`src/rtl/leddc_tx_if.sv`:
```
// Word-input handshake between the frame-buffer fetch logic and leddc_tx.
`timescale 1ns/1ps
interface leddc_tx_if;
   logic [15:0] din;
   logic        din_valid;
   logic        din_ready;

   modport master (output din, output din_valid, input din_ready);
   modport slave  (input din, input din_valid, output din_ready);
endinterface

```
`src/rtl/leddc_tx.sv`:
```
// LED driver link transmitter: buffers one 16-bit word, serialises it LSB-first on DAI
// under a divided DCK, frames it with DEN and marks vertical blank with Vsync.
`timescale 1ns/1ps
module leddc_tx #(
   parameter int DIV         = 2,
   parameter int FRAME_WORDS = 256,
   parameter int GAP         = 1,
   parameter int VS_LOW      = 16
) (
   input  logic        CLK,
   input  logic        rst_n,
   input  logic        en,
   leddc_tx_if.slave   s_in,
   output logic        DCK,
   output logic        DAI,
   output logic        DEN,
   output logic        Vsync,
   output logic        frame_done,
   output logic        busy
);
   localparam int DW = (DIV > 1) ? $clog2(DIV) : 1;
   localparam int GW = $clog2(GAP + 1);
   localparam int VW = $clog2(VS_LOW + 1);
   localparam int WW = $clog2(FRAME_WORDS + 1);

   typedef enum logic [1:0] {S_IDLE, S_GAP, S_SHIFT, S_VBLANK} state_t;

   state_t          r_state, w_state_nxt;
   logic [DW-1:0]   r_div;
   logic            r_dck;
   logic [GW-1:0]   r_gap;
   logic [VW-1:0]   r_vs;
   logic [3:0]      r_bit;
   logic [WW-1:0]   r_wcnt;
   logic            r_full, r_den, r_vsync, r_fd;
   logic [15:0]     r_hold, r_sh;

   logic            w_tc, w_bnd, w_gap_ok;
   logic [GW-1:0]   w_gap_inc;
   logic            w_load, w_step, w_wend, w_vb_in, w_vb_out, w_accept;

   assign w_tc      = (r_div == DW'(DIV - 1));
   // A period boundary is the CLK edge on which DCK falls.
   assign w_bnd     = (r_state != S_IDLE) && w_tc && r_dck;
   assign w_gap_inc = (r_gap >= GW'(GAP)) ? r_gap : r_gap + 1'b1;
   assign w_gap_ok  = (w_gap_inc >= GW'(GAP));
   assign w_accept  = s_in.din_valid && !r_full;

   always_comb begin
      w_state_nxt = r_state;
      w_load      = 1'b0;
      w_step      = 1'b0;
      w_wend      = 1'b0;
      w_vb_in     = 1'b0;
      w_vb_out    = 1'b0;
      case (r_state)
         S_IDLE: if (en) w_state_nxt = S_GAP;
         S_GAP: begin
            if (w_bnd && w_gap_ok) begin
               if (!en) begin
                  w_state_nxt = S_IDLE;
               end else if (r_full) begin
                  w_state_nxt = S_SHIFT;
                  w_load      = 1'b1;
               end
            end
         end
         S_SHIFT: begin
            if (w_bnd) begin
               if (r_bit == 4'd15) begin
                  w_wend = 1'b1;
                  if (r_wcnt == WW'(FRAME_WORDS - 1)) begin
                     w_state_nxt = S_VBLANK;
                     w_vb_in     = 1'b1;
                  end else begin
                     w_state_nxt = S_GAP;
                  end
               end else begin
                  w_step = 1'b1;
               end
            end
         end
         S_VBLANK: begin
            if (w_bnd && (r_vs == VW'(VS_LOW - 1))) begin
               w_state_nxt = S_GAP;
               w_vb_out    = 1'b1;
            end
         end
         default: w_state_nxt = S_IDLE;
      endcase
   end

   always_ff @(posedge CLK or negedge rst_n) begin
      if (!rst_n) begin
         r_state <= S_IDLE;
         r_div   <= '0;
         r_dck   <= 1'b0;
         r_gap   <= '0;
         r_vs    <= '0;
         r_bit   <= '0;
         r_wcnt  <= '0;
         r_full  <= 1'b0;
         r_den   <= 1'b0;
         r_vsync <= 1'b0;
         r_fd    <= 1'b0;
      end else begin
         r_state <= w_state_nxt;
         r_fd    <= w_vb_in;
         if (r_state == S_IDLE) begin
            r_div <= '0;
            r_dck <= 1'b0;
         end else if (w_tc) begin
            r_div <= '0;
            r_dck <= ~r_dck;
         end else begin
            r_div <= r_div + 1'b1;
         end
         if (r_state != S_GAP) r_gap <= '0;
         else if (w_bnd)       r_gap <= w_gap_inc;
         if (r_state != S_VBLANK) r_vs <= '0;
         else if (w_bnd)          r_vs <= r_vs + 1'b1;
         if (w_load)      r_bit <= '0;
         else if (w_step) r_bit <= r_bit + 1'b1;
         if (w_vb_in)     r_wcnt <= '0;
         else if (w_wend) r_wcnt <= r_wcnt + 1'b1;
         if (w_load)        r_full <= 1'b0;
         else if (w_accept) r_full <= 1'b1;
         if (w_load)      r_den <= 1'b1;
         else if (w_wend) r_den <= 1'b0;
         // Leaving for IDLE drops the frame level so the receiver sees a fresh frame on restart.
         if (w_vb_out)                                r_vsync <= 1'b1;
         else if (w_vb_in || w_state_nxt == S_IDLE)   r_vsync <= 1'b0;
      end
   end

   always_ff @(posedge CLK) begin
      if (w_accept) r_hold <= s_in.din;
      if (w_load)      r_sh <= r_hold;
      else if (w_step) r_sh <= {1'b0, r_sh[15:1]};
   end

   assign s_in.din_ready = ~r_full;
   assign DCK            = r_dck;
   assign DAI            = r_den & r_sh[0];
   assign DEN            = r_den;
   assign Vsync          = r_vsync;
   assign frame_done     = r_fd;
   assign busy           = (r_state != S_IDLE);
endmodule

```
`src/flat_wrapper.sv`:
```
// flat-port wrapper written by rule: the top's interface ports become plain ports
module leddc_tx_flat 
#(
   parameter int DIV         = 2,
   parameter int FRAME_WORDS = 256,
   parameter int GAP         = 1,
   parameter int VS_LOW      = 16
)
  (CLK, rst_n, en, DCK, DAI, DEN, Vsync, frame_done, busy, s_in_din, s_in_din_valid, s_in_din_ready);
  leddc_tx_if s_in_i ();
  input  logic CLK;
  input  logic rst_n;
  input  logic en;
  output logic DCK;
  output logic DAI;
  output logic DEN;
  output logic Vsync;
  output logic frame_done;
  output logic busy;
  input wire logic [$bits(s_in_i.din)-1:0] s_in_din;
  input wire logic [$bits(s_in_i.din_valid)-1:0] s_in_din_valid;
  output wire logic [$bits(s_in_i.din_ready)-1:0] s_in_din_ready;
  assign s_in_i.din = s_in_din;
  assign s_in_i.din_valid = s_in_din_valid;
  assign s_in_din_ready = s_in_i.din_ready;
  leddc_tx #(.DIV(DIV), .FRAME_WORDS(FRAME_WORDS), .GAP(GAP), .VS_LOW(VS_LOW)) u_core (.CLK(CLK), .rst_n(rst_n), .en(en), .s_in(s_in_i), .DCK(DCK), .DAI(DAI), .DEN(DEN), .Vsync(Vsync), .frame_done(frame_done), .busy(busy));
endmodule
```
`config.mk`:
```
export PLATFORM = sky130hd
export DESIGN_NAME = leddc_tx_flat
export DESIGN_NICKNAME = d
export VERILOG_FILES = /design/src/rtl/leddc_tx_if.sv /design/src/rtl/leddc_tx.sv /design/src/flat_wrapper.sv
export SDC_FILE = /design/constraint.sdc
export NUM_CORES = 1
export LEC_CHECK = 0
export ABC_AREA = 1
export CORE_MARGIN = 10
export CORE_UTILIZATION = 55
export DETAILED_ROUTE_END_ITERATION = 8
export HOLD_SLACK_MARGIN = 0.06
export MAX_ROUTING_LAYER = met4
export PLACE_DENSITY = 0.79
export SLEW_MARGIN = 20
export SYNTH_ARGS = -nofsm -noshare
export SYNTH_HDL_FRONTEND = slang
export SYNTH_SLANG_ARGS = --single-unit
```
`constraint.sdc`:
```
create_clock -name CLK -period 2.2 [get_ports CLK]
set_input_delay 0.44 -clock CLK [delete_from_list [all_inputs] [get_ports CLK]]
set_output_delay 0.44 -clock CLK [all_outputs]
set_load 0.005 [all_outputs]
```
==> impl_metrics.yaml, run 1 <==
status:
  outcome: "completed"
critical_path:
  required_ps: 1760
  critPathMaxStageDelay_ps: 440
  worst-setup-path-type: "reg -> out"
  crit_chain: "nor2_1, inv_1, clkdlybuf4s50_1"
  cp-end-kind: "primary output"
  reg2reg_to: "u_core.Vsync"
  reg2reg_from: "u_core.r_bit[1]"
  rrSetupSlack_ps: 420
  crit_slowest_cell: "clkdlybuf4s50_1"
  start_kind: "flop"
  r2r_cells: 10
  cp.arrival_ps: 1410
  crit_fanout: 4
drt:
  drcViolationCount: 0
  detail-route-antenna-nets: 0
  drt_wl_total_um: 4491
  vias: 1788
  vias_per_cell: 5.065
  first_pass_iters: 4
  wl_per_cell_um: 12.72
  first_iter_violations: 103
cts:
  cts_made_buffers: 9
  cts_tree: "done"
  htree_levels: 3
  clock_path_buffers: 2
  clock-sinks: 58
  cts_hold_buf: 0
  clk_latency_ps: 330
  clk_pin_slew_ps: 60
  cts_root_buffer: "clkbuf_8"
  cts_setup_buffers: 0
  ctsResizeCount: 0
power_and_ir_drop:
  p_comb_share_pct: 20.9
  internal_power_mw: 2.102
  power.leakage_nw: 1.368
  sequentialPowerShare_pct: 49.2
  ir_drop_uv: 592.2
  switching_share_pct: 28.90
  p_switching_mw: 0.8545
  power_density_nw_per_um2: 968.1
  p_clk_share_pct: 29.9
synthesis:
  synth.distinct_cells: 23
  ys_ff_latch: 58
  synth_area_um2: 2535
  yosys_warnings: 0
  avgSynthCellArea_um2: 9.787
  yosysTopAreaCell: "edfxtp_1"
  ys_seq_area_share_pct: 63.57
  synth_top_area_share_pct: 37.91
  synthCells: 259
  syn_nets: 284
  synth_area_leaders: "edfxtp_1 (38%), dfrtp_1 (26%), nand2_1 (13%)"
die:
  die_area_um2: 7725
  rows: 24
  ios: 27
  core_um2: 4414
  die_h_um: 87.89
  start_util_pct: 57.43
  fp.dieW_um: 87.89
sta:
  rsz0062_at_grt: "false"
  tns_ps: 0
  relSlewSlack_pct: 68.19
  skew_ps: 8.282
  period_minus_slack_ps: 1852
  maxSlewViolCount: 0
  worst_pin_slew_ps: 473.5
  finalCritPeriodShare_pct: 84.18
  worst_slack_ps: 348.0
  max_clock_freq_mhz: 540.0
  hold_viol_final: 0
  finalSetupViolations: 0
job:
  cap_viol_max_count: 0
final_layout:
  mostFrequentLayoutCells: "nand2_1 (85), inv_1 (35), edfxtp_1 (32)"
  final.fill_count: 339
  fin_area_um2: 3054
  antenna_cells: 0
  drive_gt1_share_pct: 9.302
  syn_to_final_growth_pct: 20.48
  nets: 322
  utilization_pct: 69.19
  layout_commonest_cell: "nand2_1"
placed_design:
  place_congestion: 0.8224
  dpl_cell_area_um2: 2880
  hpwlAfterDp_um: 3140
  numPortBuffers: 26
  dp_slack_ps: 396.8
grt:
  grt_pass1_vias: 1787
  grt_start_max_net_pins: 27
  grt.overflow.total: 0
  grt_pass1_wl_um: 7769
  grt_antenna_before_repair: 0
  groute.usage.overall_pct: 13.21
hold_path:
  worstHoldPathType: "in -> async"
[flip-flops by register name, indices dropped and copies added, names as in the netlist]
register / cells
u_core.DCK: 1
u_core.r_wcnt: 9
u_core.r_bit: 4
u_core.DEN: 1
u_core.frame_done: 1
u_core.r_hold: 16
u_core.r_vs: 5
u_core.r_full: 1
u_core.r_state: 2
u_core.r_sh: 16
u_core.r_div: 1
u_core.Vsync: 1
[critical path, delay by kind of cell (launching register included)]
family	cells	cell delay, ps
buffers and inverters	2	490
flip-flops	1	420
AND/OR/NAND/NOR	1	170
[power groups by stage]
stage          clock [mW]  sequential, mW  combinational (mW)
5_1_grt             0.958            1.47               0.719
3_3_place_gp            0            1.47               0.601
6_report            0.885            1.45               0.618
3_5_place_dp            0            1.47               0.628
2_1_floorplan           0            1.45               0.399
4_1_cts             0.905            1.45               0.629
[Yosys cell counts, drive strengths merged]
library cell  number
a21oi              9
a22o               1
and3               1
buf                3
clkbuf             2
dfrtp             26
edfxtp            32
ha                 5
inv               37
nand2             87
nand3             10
nand4              6
nor2              23
nor3               6
o21ai             10
o22ai              1
[stage by stage]
step	cells	hold WS, ps	total power, mW
finish	353	478.4	2.957
global placement	338	450.9	2.070
CTS	353	489.3	2.987
floorplan	259	144.4	1.847
detailed placement	338	451.7	2.100
global route	353	507.1	3.145
[final cells by class]
class                      instances  area (um^2)  area share [%]
sequential                        58         1612           52.77
timing repair buffer              32        305.3           9.996
clock buffer                      10        127.6           4.179
inverter                          37        138.9           4.547
multi-input combinational        159        759.5           24.87
clock inverter                     5        46.29           1.516
tap                               52        65.06           2.130
[worst max-delay path by stage]
stage / start / to / slack [ps]
finish: u_core.r_state[1] / busy / 350
global route: u_core.r_bit[1] / u_core.Vsync / 240
CTS: u_core.r_state[1] / busy / 320
detailed placement: en / u_core.r_sh[5] / 400
global placement: en / u_core.r_sh[5] / 420
floorplan: u_core.r_state[1] / u_core.r_sh[0] / 530
[per-layer routing]
layer | wire length (um) | GRT usage (%) | vias up
li1 | - | - | 917
met5 | 0 | - | -
met4 | 33 | 6.957 | 0
met2 | 2175 | 20.50 | 33
met1 | 2051 | 15.12 | 832
met3 | 230 | 3.900 | 6
[cell families after synthesis]
group	synth area share (%)
and+or+nand+nor	23.15
DFF	63.57
buffers and inverters	6.466
AOI/OAI and AO/OA	4.344
adders and majority gates	2.468
Power figures use the tool's default switching activity.
==> run 2: changes to the inputs <==
Settings changed: CORE_UTILIZATION 55 to 50, PLACE_DENSITY 0.79 to 0.76.
Clock period 2.2 ns to 1.66 ns, I/O delays scaled along.
==> run 2 against run 1 <==
Effect of this change: via count up 3.9%; total power is 47% higher; non-clock buffer count increased by 15; critical path depth is 1 higher; count of clock-buffer cells in the layout grew 1; register-to-register slack got worse by 350 ps; routed wire length grew 4.5%; worst hold slack got worse by 97 ps; critical path type unchanged; critical endpoint unchanged.
==> impl_metrics.yaml, run 2 (synthesis gave the netlist of run 1 again) <==
grt:
  groute.usage.overall_pct: 11.91
  grt_pass1_vias: 1791
  grt.overflow.total: 0
  grt_pass1_wl_um: 7803
  grt_start_max_net_pins: 27
  grt_antenna_before_repair: 0
die:
  die_h_um: 91.20
  start_util_pct: 52.62
  fp.dieW_um: 91.20
  die_area_um2: 8317
  ios: 27
  core_um2: 4817
  rows: 25
sta:
  period_minus_slack_ps: 1594
  rsz0062_at_grt: "true"
  finalSetupViolations: 0
  skew_ps: 6.589
  maxSlewViolCount: 0
  hold_viol_final: 0
  relSlewSlack_pct: 67.59
  max_clock_freq_mhz: 627.3
  holdWs_ps: 381.6
  worst_pin_slew_ps: 482.5
  finalCritPeriodShare_pct: 96.03
critical_path:
  required_ps: 1330
  worst-setup-path-type: "reg -> out"
  cp.arrival_ps: 1260
  cp-end-kind: "primary output"
  rrSetupSlack_ps: 70
  start_kind: "flop"
  crit_fanout: 2
power_and_ir_drop:
  power.leakage_nw: 1.480
  ir_drop_uv: 864.2
  power_density_nw_per_um2: 1319
final_layout:
  nets: 337
  utilization_pct: 68.57
  layout_commonest_cell: "nand2_1"
  antenna_cells: 0
  mostFrequentLayoutCells: "nand2_1 (84), inv_1 (34), edfxtp_1 (32)"
  drive_gt1_share_pct: 17.67
  syn_to_final_growth_pct: 30.31
  top_regs: "u_core.r_hold: 16 flops, u_core.r_sh: 16 flops, u_core.r_wcnt: 9 flops"
job:
  cap_viol_max_count: 0
cts:
  cts_made_buffers: 9
  clk_pin_slew_ps: 60
  clock_path_buffers: 2
  cts_hold_buf: 0
  clk_latency_ps: 320
  cts_root_buffer: "clkbuf_8"
  clock-sinks: 58
  cts_tree: "done"
  htree_levels: 3
drt:
  first_iter_violations: 76
  wl_per_cell_um: 12.22
  detail-route-antenna-nets: 0
  drt_wl_total_um: 4694
  first_pass_iters: 4
  vias_per_cell: 4.839
  vias: 1858
  drcViolationCount: 0
hold_path:
  worstHoldPathType: "in -> async"
placed_design:
  hpwlAfterDp_um: 3194
  place_congestion: 0.7286
  numPortBuffers: 26
status:
  outcome: "completed"
[run 2: changes by cell type in the layout (fill, tap and decap cells not counted), moves of 2 or more]
cell             delta
buf_4              +13
buf_12              +2
clkinv_1            -3
nor2_1              -2
dlygate4sd2_1       +2
clkdlybuf4s50_1     -3
ha_1                -2
[run 2: power breakdown]
group / switching [mW] / internal (mW) / leakage (nW) / total [mW]
clock: 0.538 / 0.881 / 0.109 / 1.42
combinational: 0.550 / 0.461 / 0.748 / 1.01
sequential: 0.144 / 1.78 / 0.623 / 1.93
[run 2: area by class of cell]
type                    count  area [um^2]
multi-input cells         159        805.8
well taps                  67        83.83
repair buffers             47        442.9
fillers                   384         1514
clock inverters             5        77.57
flip-flops and latches     58         1613
inverters                  37        138.9
clock buffers              11        141.4
[run 2: per-layer routing]
layer | GRT usage [%] | up-vias | share of wire [%]
li1 | - | 941 | -
met1 | 14.34 | 877 | 48
met2 | 18.32 | 33 | 48
met3 | 3.868 | 7 | 3.0
met4 | 4.308 | 0 | 1.2
met5 | - | - | 0
[run 2: path summary, 6_finish.rpt]
kind	from	to	depth (start not counted)
min reg2reg	u_core.r_vs[3]	u_core.r_vs[3]	1
min	rst_n	u_core.r_wcnt[6]	2
max reg2reg	u_core.r_state[0]	u_core.r_wcnt[5]	11
min in group CLK	u_core.r_vs[3]	u_core.r_vs[3]	1
max	u_core.r_state[0]	busy	4
max in group asynchronous	rst_n	u_core.DCK	2
[run 2: critical path, cell delays in order, from the launching register on]
cell and delay (ps):
dfrtp_1 380, buf_4 130, nor2_2 110, inv_1 60, dlygate4sd2_1 260
[run 2: timing repair]
action,CTS,global route
buffers inserted,3,6
pin swaps,1,5
gates cloned,0,0
setup endpoints to repair,4,26
gates resized for setup,4,10
[run 2: through the flow]
step / power (mW) / TNS [ps] / instance area (um^2) / worst slack, ps / std cells
CTS: 4.265 / 0 / 3214 / 11.23 / 378
finish: 4.355 / 0 / 3303 / 65.86 / 384
floorplan: 2.450 / 0 / 2537 / 163.6 / 259
global route: 4.605 / -183.1 / 3303 / -31.89 / 384
detailed placement: 2.809 / -49.79 / 2972 / -29.08 / 359
global placement: 2.777 / 0 / 2972 / 25.09 / 359
